==> src/rtl/mips_pkg.sv <==
// Shared MIPS pipeline types: default widths, the zero register index,
// the EX/MEM entry layout and the skid buffer occupancy states.
package mips_pkg;

  localparam int DEF_DATA_W     = 32;
  localparam int DEF_REG_ADDR_W = 5;
  localparam int ZERO_REG       = 0;

  // Field order here matches the flat packing used inside ex_mem_stage.
  typedef struct packed {
    logic [DEF_DATA_W-1:0]     result;
    logic [DEF_DATA_W-1:0]     store_data;
    logic [DEF_REG_ADDR_W-1:0] rd;
    logic                      reg_write;
    logic                      mem_read;
    logic                      mem_write;
  } ex_mem_entry_t;

  // Bit 0 = main entry valid, bit 1 = skid entry valid.
  typedef enum logic [1:0] {
    BUF_EMPTY = 2'b00,
    BUF_ONE   = 2'b01,
    BUF_TWO   = 2'b11
  } buf_state_t;

endpackage

==> src/rtl/skid_buffer2.sv <==
// Two-entry valid/ready buffer (main + skid). in_ready and out_valid are
// flop bits of the occupancy state, so neither depends on the far side.
module skid_buffer2
  import mips_pkg::*;
#(
  parameter int W = 8
) (
  input  logic         clock,
  input  logic         reset_n,
  input  logic         flush,
  input  logic         in_valid,
  output logic         in_ready,
  input  logic [W-1:0] in_data,
  output logic         out_valid,
  input  logic         out_ready,
  output logic [W-1:0] out_data,
  output buf_state_t   state
);

  // Handshake: a word moves on a rising edge only when valid && ready are
  // both high; valid never waits on ready, data holds while valid && !ready.
  buf_state_t   state_nxt;
  logic [W-1:0] main_q;
  logic [W-1:0] skid_q;
  logic         in_fire;
  logic         out_fire;
  logic         load_main;
  logic         load_skid;
  logic         main_from_skid;

  assign in_ready  = ~state[1];
  assign out_valid = state[0];
  assign out_data  = main_q;
  assign in_fire   = in_valid && in_ready;
  assign out_fire  = out_valid && out_ready;

  always_comb begin
    state_nxt      = state;
    load_main      = 1'b0;
    load_skid      = 1'b0;
    main_from_skid = 1'b0;
    if (flush) begin
      state_nxt = BUF_EMPTY;
    end else begin
      case (state)
        BUF_EMPTY: begin
          if (in_fire) begin
            load_main = 1'b1;
            state_nxt = BUF_ONE;
          end
        end
        BUF_ONE: begin
          if (in_fire && out_fire) begin
            load_main = 1'b1;
          end else if (in_fire) begin
            load_skid = 1'b1;
            state_nxt = BUF_TWO;
          end else if (out_fire) begin
            state_nxt = BUF_EMPTY;
          end
        end
        BUF_TWO: begin
          if (out_fire) begin
            main_from_skid = 1'b1;
            state_nxt      = BUF_ONE;
          end
        end
        default: state_nxt = BUF_EMPTY;
      endcase
    end
  end

  always_ff @(posedge clock or negedge reset_n) begin
    if (!reset_n) begin
      state  <= BUF_EMPTY;
      main_q <= '0;
      skid_q <= '0;
    end else begin
      state <= state_nxt;
      if (load_main) begin
        main_q <= in_data;
      end else if (main_from_skid) begin
        main_q <= skid_q;
      end
      if (load_skid) begin
        skid_q <= in_data;
      end
    end
  end

endmodule

==> src/rtl/ex_mem_stage.sv <==
// EX/MEM pipeline register with a two-entry skid buffer and a one-cycle
// branch-taken pulse. Define EX_MEM_FWD_EN to add the forwarding outputs.
module ex_mem_stage
  import mips_pkg::*;
#(
  parameter int DATA_W     = DEF_DATA_W,
  parameter int REG_ADDR_W = DEF_REG_ADDR_W
) (
  input  logic                  clock,
  input  logic                  reset_n,
  input  logic                  in_valid,
  output logic                  in_ready,
  input  logic [DATA_W-1:0]     resultado,
  input  logic                  isZero,
  input  logic [DATA_W-1:0]     store_data,
  input  logic [REG_ADDR_W-1:0] rd_addr,
  input  logic                  reg_write,
  input  logic                  mem_read,
  input  logic                  mem_write,
  input  logic                  branch,
  input  logic [DATA_W-1:0]     branch_target,
  input  logic                  flush,
  output logic                  out_valid,
  input  logic                  out_ready,
  output logic [DATA_W-1:0]     out_result,
  output logic [DATA_W-1:0]     out_store_data,
  output logic [REG_ADDR_W-1:0] out_rd,
  output logic                  out_reg_write,
  output logic                  out_mem_read,
  output logic                  out_mem_write,
  output logic                  branch_taken,
  output logic [DATA_W-1:0]     branch_pc,
  output buf_state_t            dbg_state
`ifdef EX_MEM_FWD_EN
  ,
  output logic                  fwd_valid,
  output logic [REG_ADDR_W-1:0] fwd_rd,
  output logic [DATA_W-1:0]     fwd_data
`endif
);

  localparam int ENTRY_W = 2 * DATA_W + REG_ADDR_W + 3;

  logic [ENTRY_W-1:0] in_entry;
  logic [ENTRY_W-1:0] out_entry;
  logic               accept;
  logic               take_branch;

  // Control bits are sanitised on entry so held entries are already clean.
  assign in_entry = {resultado, store_data, rd_addr,
                     reg_write && (rd_addr != REG_ADDR_W'(ZERO_REG)),
                     mem_read,
                     mem_write && !mem_read};

  assign {out_result, out_store_data, out_rd,
          out_reg_write, out_mem_read, out_mem_write} = out_entry;

  skid_buffer2 #(
    .W(ENTRY_W)
  ) u_buf (
    .clock     (clock),
    .reset_n   (reset_n),
    .flush     (flush),
    .in_valid  (in_valid),
    .in_ready  (in_ready),
    .in_data   (in_entry),
    .out_valid (out_valid),
    .out_ready (out_ready),
    .out_data  (out_entry),
    .state     (dbg_state)
  );

  assign accept      = in_valid && in_ready && !flush;
  assign take_branch = accept && branch && isZero;

  always_ff @(posedge clock or negedge reset_n) begin
    if (!reset_n) begin
      branch_taken <= 1'b0;
      branch_pc    <= '0;
    end else begin
      branch_taken <= take_branch;
      if (take_branch) begin
        branch_pc <= branch_target;
      end
    end
  end

`ifdef EX_MEM_FWD_EN
  // Loads are excluded: their result is an address, not the register value.
  assign fwd_valid = out_valid && out_reg_write && !out_mem_read;
  assign fwd_rd    = out_rd;
  assign fwd_data  = out_result;
`endif

endmodule

==> config.mk <==
export PLATFORM = sky130hd
export DESIGN_NAME = ex_mem_stage
export DESIGN_NICKNAME = d
export VERILOG_FILES = /design/src/rtl/mips_pkg.sv /design/src/rtl/skid_buffer2.sv /design/src/rtl/ex_mem_stage.sv
export SDC_FILE = /design/constraint.sdc
export NUM_CORES = 1
export LEC_CHECK = 0
export CAP_MARGIN = 20
export CORE_UTILIZATION = 40
export DETAILED_ROUTE_END_ITERATION = 8
export GPL_ROUTABILITY_DRIVEN = 0
export GPL_TIMING_DRIVEN = 1
export PLACE_DENSITY = 0.82
export SLEW_MARGIN = 10
export SYNTH_ARGS = -nofsm -noshare
export SYNTH_HDL_FRONTEND = slang
export SYNTH_HIERARCHICAL = 1
export SYNTH_SLANG_ARGS = --single-unit
==> constraint.sdc <==
create_clock -name clock -period 1.9 [get_ports clock]
set_input_delay 0.285 -clock clock [delete_from_list [all_inputs] [get_ports clock]]
set_output_delay 0.285 -clock clock [all_outputs]
set_load 0.05 [all_outputs]
# After elaboration in Yosys (flattened, before gate mapping)
# Cells that the tools add are included.
[totals] reg_bits=179 latchBits=0 n_memories=0 wordCells=45 rom_bits=0 mem_bits_rw=0 output_inout_bits=109 in_bits=111
[op_classes] eq_ne=6 n_mul=0 add_sub_neg=0 shifts=0 div_mod_pow=0 n_mux=19 reduce_logical=14 bitwise=1 n_lt_le_gt_ge=0
[op_table] op="$mux 72" n=2
[op_table] op="$mux 2" n=6
[op_table] op="$mux 1" n=9
[op_table] op="$logic_and 1x1->1" n=8
[op_table] op="$ne 3x2->1 const B" n=2
[op_table] op="$pmux 2 s3" n=1
[op_table] op="$reduce_bool 5->1" n=1
[op_table] op="$ne 4x2->1 const B" n=1
[op_table] op="$reduce_and 4->1" n=1
[op_table] op="$ne 3x3->1 const B" n=1
[op_table] op="$eq 2x1->1 const B" n=1
[op_table] op="$eq 2x2->1 const B" n=1
[op_table] op="$logic_not 1->1" n=2
[op_table] op="$logic_not 2->1" n=1
[op_table] op="$pmux 1 s2" n=1
[op_table] op="$reduce_bool 2->1" n=1
[op_table] op="$not 1->1" n=1

# Logic depth before layout (Yosys ltp)
[logic_depth] depth_word=7 mapped_depth=7 depth_no_buf=6

# Cells and area by module
# The synthesis kept the hierarchy.
[modules_own_cells] module="skid_buffer2" cells_each=486 area_per_inst_um2=6197.2 seq_area_each_um2=3653.5 instances=1
[modules_own_cells] module="ex_mem_stage" cells_each=74 area_per_inst_um2=1388.8 seq_area_each_um2=825.8 instances=1

# Least setup slack after synthesis
# No wires, ideal clock.
[synth_path] kind="register -> register" startpoint="register u_buf.state[1]" endpoint="register u_buf.skid_q[10]" arrival_time_ns=2.448 t_required_ns=1.775 n_path_buf=1 slack_ns=-0.673 stages_incl_launch_ff=7 cell_sequence="dfrtp_1 inv_1 ha_1 and4bb_2 nand2_1 buf_2 mux2_2"
[synth_via] elab_chain_len=6 elab_cells_between_ends=8 cone_classes="1 x eq/ne; 4 x mux; 1 x bitwise; 2 x reduce/logical"
[synth_rtl] element="start, declared" line_no="skid_buffer2.sv:17" text="output buf_state_t state"
[synth_rtl] element="start signal, assigned" line_no="skid_buffer2.sv:79" text="state <= state_nxt;"
[synth_rtl] element="$not 1->1 *" line_no="skid_buffer2.sv:31" text="assign in_ready = ~state[1];"
[synth_rtl] element="net in_ready" line_no="ex_mem_stage.sv:12" text="output logic in_ready,"
[synth_rtl] element="$logic_and 1x1->1 *" line_no="skid_buffer2.sv:34" text="assign in_fire = in_valid && in_ready;"
[synth_rtl] element="$mux 1 or $logic_and 1x1->1 (tied branches)" line_no="skid_buffer2.sv:55, skid_buffer2.sv:53"
[synth_rtl] element="$mux 1 *" line_no="skid_buffer2.sv:53" text="if (in_fire && out_fire) begin"
[synth_rtl] element="$mux 1 *" line_no="skid_buffer2.sv:45" text="case (state)"
[synth_rtl] element="$mux 1 *" line_no="skid_buffer2.sv:42" text="if (flush) begin"
[synth_rtl] element="end signal, assigned" line_no="skid_buffer2.sv:86" text="skid_q <= in_data;"
[synth_rtl] element="end, declared" line_no="skid_buffer2.sv:24" text="logic [W-1:0] skid_q;"
# The timed path passes the listed nets; every way through them passes the cells marked *.
# A chain may end at the register's enable or synchronous reset.

# Worst setup path in the final report
[layout_path] startpoint="register u_buf.main_q[30] (netlist: u_buf/out_data[30])" endpoint="output port out_store_data[22]"
[layout_lines] element="start, declared" line_no="skid_buffer2.sv:23" text="logic [W-1:0] main_q;"
[layout_lines] element="start signal, assigned" line_no="skid_buffer2.sv:81" text="main_q <= in_data;"
[layout_lines] element="start signal, assigned" line_no="skid_buffer2.sv:83" text="main_q <= skid_q;"
[layout_lines] element="end, declared" line_no="ex_mem_stage.sv:26" text="output logic [DATA_W-1:0] out_store_data,"
# No word-level cell between the ends.

==> results.cfg <==
[run_status]
run_status = complete, no violations

[routing]
drt_initial_violations = 143
via_per_inst = 4.917
wl_met1_um = 7616
vias = 5124
met2WireLength_um = 8252
wl_per_cell_um = 16.48
dr.max_layer_used = met4
drt.antenna.violating_nets = 0
drt-pass1-iter-count = 4
drcViolationCount = 0
met3_wire_len_um = 1068
finalWirelength_um = 17170

[global_routing]
grt_antenna_before_repair = 0
largest_net_degree_at_the_start_of_global_routing = 52
global_route.usage.total_pct = 17.21
global_route.overflow_total = 0
grt_pass1_wl_um = 26590
number_of_global_route_vias_before_repair = 5231

[timing]
post-route-min-period_ns = 1.872
totalNegativeSetupSlack_ns = 0
fin_clk_skew_ns = 0.009488
post-route-worst-setup-slack_ns = 0.02848
final_max_slew_viol_count = 0
rsz0062_at_grt = yes
clock.fmax_ghz = 0.5343
setup_violations = 0
report.final.hold_viol_count = 0
timing.final.crit_share_pct = 98.50
tightestPinTransition_ns = 0.5590
worst_relative_slew_slack_pct = 62.67

[placed_design]
number_of_port_buffers = 219
dpl.cell_count = 1004
detailedPlace.worstSlack_ns = -0.1550
post-dp-hpwl_um = 11650

[synthesis]
post_synth_mux_area_share_pct = 26.79
synth_top_family_by_area = multiplexers
average_instance_area_after_synthesis_um2 = 13.55
synth_xor_area_share_pct = 0
post_synth_fa_ha_maj_area_fraction_pct = 0.6597
ys_ff_latch = 179
syn_inst = 560
synth.distinct_cells = 22
synthesis.nets = 675
post_synth_and_or_nand_nor_area_fraction_pct = 4.833
yosysSeqAreaShare_pct = 59.05
yosys_warnings = 6
post_synth_instance_area_um2 = 7586
share_of_the_synthesized_area_in_compound_gates_ao_oa_aoi_oai_pct = 5.492

[die]
start_util_pct = 41.52
design.die.area_um2 = 19520
number_of_standard_cell_rows_in_the_floorplan = 49
io_pins = 220
core-area_um2 = 18270
die_extent_in_y_um = 139.7
die_span_x_um = 139.7

[layout]
finish.utilization_pct = 60.77
layout_commonest_cell = sky130_fd_sc_hd__dfrtp_1
area_growth_syn_to_fin_pct = 46.36
final_cells = 1042
design.final.nets = 915
antenna_cells = 0
mostFrequentLayoutCells = sky130_fd_sc_hd__dfrtp_1 (178), sky130_fd_sc_hd__clkdlybuf4s50_1 (135), sky130_fd_sc_hd__mux2_2 (76), sky130_fd_sc_hd__mux2i_1 (74), sky130_fd_sc_hd__nor2_1 (72)
post_route_cells_drive_above_1_share_pct = 23.86

[clock_tree]
post_cts_clock_slew_at_the_launch_and_capture_registers_of_the_worst_setup_and_hold_paths_ns = 0.07
clock_latency_ns = 0.41
htreeDepth = 4
cts_inserted_buffers = 17
cts_num_sinks = 179
cts_tree = done
max-clock-path-buffers = 2
clockRootBuffer = sky130_fd_sc_hd__clkbuf_16

[pwr]
irDropWorstVdd_uv = 861.6
power_density_nw_per_um2 = 1692
leakage_nw = 5.721

[job]
max_cap_viol_count = 0

[worst_setup_path]
worstPathBufferInverterCount = 1
critPathCaptureType = primary output
worstPathCellList = clkdlybuf4s50_1
required_ns = 1.62
timing.critical_path.slowest_cell_delay_ns = 0.83
crit_family = buffers and inverters
crit_slowest_cell = sky130_fd_sc_hd__clkdlybuf4s50_1
timing_worst_setup_path_type = reg -> out
critPathLaunchType = register
arrival_ns = 1.59
crit_fanout = 2

[min_path]
hp-class = in -> async
-- worst register-to-register path: stages (launching register included) --
cell and delay (ns):
sky130_fd_sc_hd__dfrtp_2 0.38, sky130_fd_sc_hd__clkinvlp_4 0.11, sky130_fd_sc_hd__buf_4 0.16, sky130_fd_sc_hd__ha_1 0.20, sky130_fd_sc_hd__nor2b_1 0.16, sky130_fd_sc_hd__a32oi_4 0.21, sky130_fd_sc_hd__buf_8 0.21, sky130_fd_sc_hd__buf_12 0.14
sky130_fd_sc_hd__nor2_1 0.06, sky130_fd_sc_hd__a21oi_2 0.14
-- final timing paths --
check,start,endpoint,slack [ns],cells past startpoint
max,u_buf/out_data[30],out_store_data[22],0.03,1
min,reset_n,u_buf/out_data[42],0.40,2
max reg2reg,u_buf/state[1],u_buf/out_data[12],0.04,9
min reg2reg,u_buf/skid_q[47],u_buf/skid_q[47],0.50,1
max in group asynchronous,reset_n,u_buf/state[1],0.83,3
min in group clock,resultado[31],u_buf/out_data[71],0.47,3
-- stage by stage --
step	total power (W)	hold WS (ns)	cell area, µm²
5_1_grt	0.01970	0.4198	11100
3_5_place_dp	0.01534	0.2675	10250
3_3_place_gp	0.01514	0.2637	10250
6_report	0.01879	0.3964	11100
4_1_cts	0.01887	0.4009	10840
2_1_floorplan	0.01228	-0.01059	7631
-- state kept, by name, summed over array words and instances (netlist names) --
name / flops
u_buf/state: 2
branch_pc: 32
u_buf/skid_q: 72
u_buf/out_data: 72
branch_taken: 1
-- metal layers --
| layer | up-vias | GRT usage (%) |
|---|---|---|
| li1 | 2447 | - |
| met1 | 2509 | 21.81 |
| met2 | 150 | 28.00 |
| met3 | 18 | 5.643 |
| met4 | 0 | 5.090 |
| met5 | - | 0 |
-- power breakdown --
| part | switching (W) | total (W) | internal [W] |
|---|---|---|---|
| Clock | 0.00144 | 0.00358 | 0.00214 |
| Combinational | 0.00530 | 0.00877 | 0.00347 |
| Sequential | 0.000885 | 0.00644 | 0.00556 |
-- cell type report --
cell class | instances | area, µm²
Clock buffer | 19 | 452.9
Clock inverter | 13 | 153.9
Fill cell | 1435 | 7167
Inverter | 3 | 15.01
Multi-Input combinational cell | 344 | 2905
Sequential cell | 179 | 4481
Tap cell | 229 | 286.5
Timing Repair Buffer | 255 | 2809
-- cells in the mapped netlist (all sizes together) --
cell type / instances / area [µm²]
mux2: 105 / 1291
and4bb: 1 / 12.51
nor2: 72 / 270.3
nor2b: 5 / 38.78
mux2i: 74 / 740.7
a21oi: 73 / 365.4
nand4: 1 / 21.27
a32oi: 1 / 27.53
nand2: 3 / 11.26
or4: 1 / 7.510
o31ai: 1 / 7.510
buf: 34 / 230.2
dfrtp: 179 / 4479
o21a: 1 / 7.510
ha: 4 / 50.05
nand3: 1 / 5.000
inv: 3 / 11.26
a211o: 1 / 8.760
-- repair_timing --
| item | CTS | global route |
|---|---|---|
| buffers inserted | 0 | 1 |
| hold endpoints to repair | 45 | 0 |
| resized for setup | 19 | 59 |
| setup endpoints to repair | 19 | 111 |
| pin swaps | 0 | 1 |
| cloned | 0 | 4 |
| hold buffers | 1 | 0 |
-- cell families after synthesis --
kind of cell    count (synthesis)
flops                         179
simple gates                   84
fa+ha+maj                       4
compound gates                 77
mux                           179
buf+inv                        37
Power figures use the tool's default switching activity.
